[src/rtl/mux_pkg.sv]
// Shared constants for the datapath 2-to-1 selectors (select encodings and the
// standard widths used by RegDst and 32-bit data instances).
package mux_pkg;

   localparam logic MUX_SEL_IN1 = 1'b0;
   localparam logic MUX_SEL_IN2 = 1'b1;

   localparam int DEFAULT_WIDTH = 32;
   localparam int REGIDX_WIDTH  = 5;

endpackage

[src/rtl/mux_out_reg.sv]
// WIDTH-bit register with synchronous active-high reset; holds the registered
// copy of the selector output and, at width 1, the registered select.
module mux_out_reg #(
   parameter int               WIDTH     = 32,
   parameter logic [WIDTH-1:0] RESET_VAL = '0
) (
   input  logic             clk,
   input  logic             rst,
   input  logic [WIDTH-1:0] d,
   output logic [WIDTH-1:0] q
);

   always_ff @(posedge clk) begin
      if (rst) begin
         q <= RESET_VAL;
      end else begin
         q <= d;
      end
   end

endmodule

[src/rtl/mux_2to1.sv]
// Parameterised 2-to-1 selector with registered shadow output and select-change flag.
// Define MUX_REG_OUT_EN to drive result from the registered copy (1-cycle latency).
module mux_2to1
   import mux_pkg::*;
#(
   parameter int          WIDTH     = DEFAULT_WIDTH,
   parameter logic [63:0] RESET_VAL = '0
) (
   input  logic             clk,
   input  logic             rst,
   input  logic [WIDTH-1:0] inp1,
   input  logic [WIDTH-1:0] inp2,
   input  logic             select,
   output logic [WIDTH-1:0] result,
   output logic [WIDTH-1:0] result_q,
   output logic             sel_q,
   output logic             sel_changed
);

   logic [WIDTH-1:0] sel_data;

   // An unknown select propagates as all-X in simulation; synthesis treats it as don't-care.
   always_comb begin
      sel_data = 'x;
      case (select)
         MUX_SEL_IN1: sel_data = inp1;
         MUX_SEL_IN2: sel_data = inp2;
         default:     sel_data = 'x;
      endcase
   end

   mux_out_reg #(
      .WIDTH     (WIDTH),
      .RESET_VAL (RESET_VAL[WIDTH-1:0])
   ) u_result_reg (
      .clk (clk),
      .rst (rst),
      .d   (sel_data),
      .q   (result_q)
   );

   mux_out_reg #(
      .WIDTH     (1),
      .RESET_VAL (MUX_SEL_IN1)
   ) u_sel_reg (
      .clk (clk),
      .rst (rst),
      .d   (select),
      .q   (sel_q)
   );

   // Compared against the pre-edge sel_q, so the flag lines up with the new sel_q.
   always_ff @(posedge clk) begin
      if (rst) begin
         sel_changed <= 1'b0;
      end else begin
         sel_changed <= (select != sel_q);
      end
   end

`ifdef MUX_REG_OUT_EN
   assign result = result_q;
`else
   assign result = sel_data;
`endif

endmodule

[config.mk]
export PLATFORM = sky130hd
export DESIGN_NAME = mux_2to1
export DESIGN_NICKNAME = d
export VERILOG_FILES = /design/src/rtl/mux_pkg.sv /design/src/rtl/mux_out_reg.sv /design/src/rtl/mux_2to1.sv
export SDC_FILE = /design/constraint.sdc
export NUM_CORES = 1
export LEC_CHECK = 0
export ABC_AREA = 1
export BUFFER_PORTS_ARGS = -buffer_cell sky130_fd_sc_hd__buf_2
export CAP_MARGIN = 20
export CORE_UTILIZATION = 37
export CTS_BUF_LIST = sky130_fd_sc_hd__clkbuf_4 sky130_fd_sc_hd__clkbuf_8 sky130_fd_sc_hd__clkbuf_16
export CTS_CLUSTER_SIZE = 30
export DETAILED_ROUTE_END_ITERATION = 10
export GPL_TIMING_DRIVEN = 0
export PLACE_DENSITY = 0.87
export SETUP_SLACK_MARGIN = 0.15
export SLEW_MARGIN = 20
export SYNTH_ARGS = -nofsm -noshare
export SYNTH_HDL_FRONTEND = slang
export SYNTH_SLANG_ARGS = --single-unit
[constraint.sdc]
create_clock -name clk -period 0.8 [get_ports clk]
set_input_delay 0.16 -clock clk [delete_from_list [all_inputs] [get_ports clk]]
set_output_delay 0.16 -clock clk [all_outputs]
set_load 0.02 [all_outputs]
==> metrics.cfg <==
[run_status]
status=finished with violations
violations=setup timing

[power_and_ir_drop]
power.density_nw_per_um2=1520
peakVddDrop_mv=0.859
leakagePower_nw=1.92

[timing]
hold_slack_ps=124
setup_viol=67
fin_skew_ps=0.288
worstMarginPinSlew_ps=301
rsz0062_at_grt=yes
tns_ps=-7200
fmax_mhz=1020
period_minus_slack_ps=979
max-slew-margin-rel_pct=79.9
final.setup.worst_slack_ps=-179
period_share_pct=122
slew_violations=0
hold_violations=0

[logic_synthesis]
synth_area_um2=1850
yosysWarnings=0
synth-seq-cells=34
ys_types=10
syn_inst=276
ys_seq_area_share_pct=36.9
avgSynthCellArea_um2=6.69
syn_nets=343

[route]
drc_errors=0
postRouteAntennaNets=0
post_drt_wl_per_cell_um=10.4
vias=1995
routed_wl_mm=5.10
dr.pass1.iters=4
routed_via_density=4.07
first_iter_violations=43

[setup_path]
critical_path_required_ps=640
slowest_delay_ps=150
worst_setup_path_end_kind=primary output
cp_slowest_cell=buf_2
worstPathMaxFanout=10
crit_chain=buf_12, inv_12, buf_12, nand2_2, nand2_2, inv_2, buf_2
worst_setup_path_start_kind=primary input
arrival_ps=820
path_class=primary input to primary output

[clocking]
cts_tree=done
cts.sinks=34
insertion_delay_ps=270
hold_buffers=0
cts_max_level=2
clkTransAtPathRegs_ps=60
cts_buffer_depth=2
cts-buffers-inserted=5
root_buffer=clkbuf_8

[floorplan]
die_w_um=72.6
start_util_pct=38.8
dieArea_um2=5270
dieHeight_um=72.6
ios=133
core-area_um2=4750
fp-row-count=25

[final_layout]
drive_gt1_share_pct=75.9
nNetsFinal=489
fin_util_pct=67.5
diodes=0
area_delta_synth_final_pct=73.8

[global_routing]
grt_overflow=0
grt_max_degree=11
grt_pass1_wl_mm=7.80
antenna_found_initial=0
grt_usage_pct=19.4
grt_pass1_vias=1983

[placed_design]
gp_congestion=0.686
dpl.hpwl_mm=3.57
io_buffers=130
dp_slack_ps=-196

[run]
max_cap_violations=0

[worst_hold_path]
min_path_type=primary input to flop

## sequential cells by signal (all words and copies together) (netlist names)
register	count
sel_changed	1
u_sel_reg.q	1
u_result_reg.q	32
## cell usage in the layout, fill, tap and decap left out, drive strengths merged
master	n
inv	98
clkinv	1
clkbuf	7
buf	150
dfxtp	34
nor2	35
nand2	98
## metrics by stage
step	total power [mW]	instance area, um^2	std cells
CTS	4.82	3100	488
detailed placement	3.23	2630	473
global route	5.14	3210	490
finish	4.88	3210	490
global placement	3.20	2630	473
floorplan	2.77	1900	276
## kinds of logic after synthesis
logic type | after synthesis | share of synthesized area (%)
buffers and inverters | 109 | 24.5
flip-flops | 34 | 36.9
AND/OR/NAND/NOR | 133 | 38.6
## worst paths after layout
path,end,cells past startpoint,slack [ps],startpoint
worst min register to register,sel_changed,3,540,u_sel_reg.q
worst min-delay path,u_result_reg.q[30],2,120,rst
worst max-delay path,result[14],7,-180,select
worst max register to register,sel_changed,3,120,u_sel_reg.q
## power breakdown
part / internal [mW] / switching, mW / total, mW
Sequential: 1.84 / 0.0552 / 1.89
Combinational: 0.779 / 0.889 / 1.67
Clock: 0.728 / 0.595 / 1.32
## cell usage after synthesis
| master | number | share of area, % |
|---|---|---|
| nand2_1 | 42 | 8.5 |
| inv_1 | 97 | 20 |
| buf_2 | 6 | 1.6 |
| nor2_1 | 6 | 1.2 |
| dfxtp_1 | 34 | 37 |
| buf_6 | 4 | 2.4 |
| nor2_2 | 29 | 9.8 |
| buf_4 | 1 | 0.41 |
| inv_4 | 1 | 0.34 |
| nand2_2 | 56 | 19 |
## layout make-up
class	instances	area, um^2
fillers	382	1550
inverters	98	380
plain buffers	11	136
clock buffers	7	90.1
clock inverters	1	5.00
repair buffers	139	1040
multi-input cells	133	744
flip-flops and latches	34	723
well taps	67	83.8
## worst max-delay path, delay by kind of cell
family / cells / cell delay [ps]
buf+inv: 5 / 510
simple gates: 2 / 140
## timing repair
| item | 4_1_cts | 5_1_grt |
|---|---|---|
| pin swaps | 3 | 4 |
| gates resized for setup | 120 | 32 |
| endpoints found under the setup margin | 66 | 68 |
| setup buffers | 7 | 2 |
## metal layers
layer | vias to the layer above | part of all wire, % | GRT usage, %
li1 | 1016 | - | -
met1 | 892 | 34 | 16.4
met2 | 79 | 57 | 40.4
met3 | 8 | 6.8 | 6.91
met4 | 0 | 1.6 | 6.54
met5 | - | 0 | 0
Note: power is estimated with default switching activity, not from simulation.
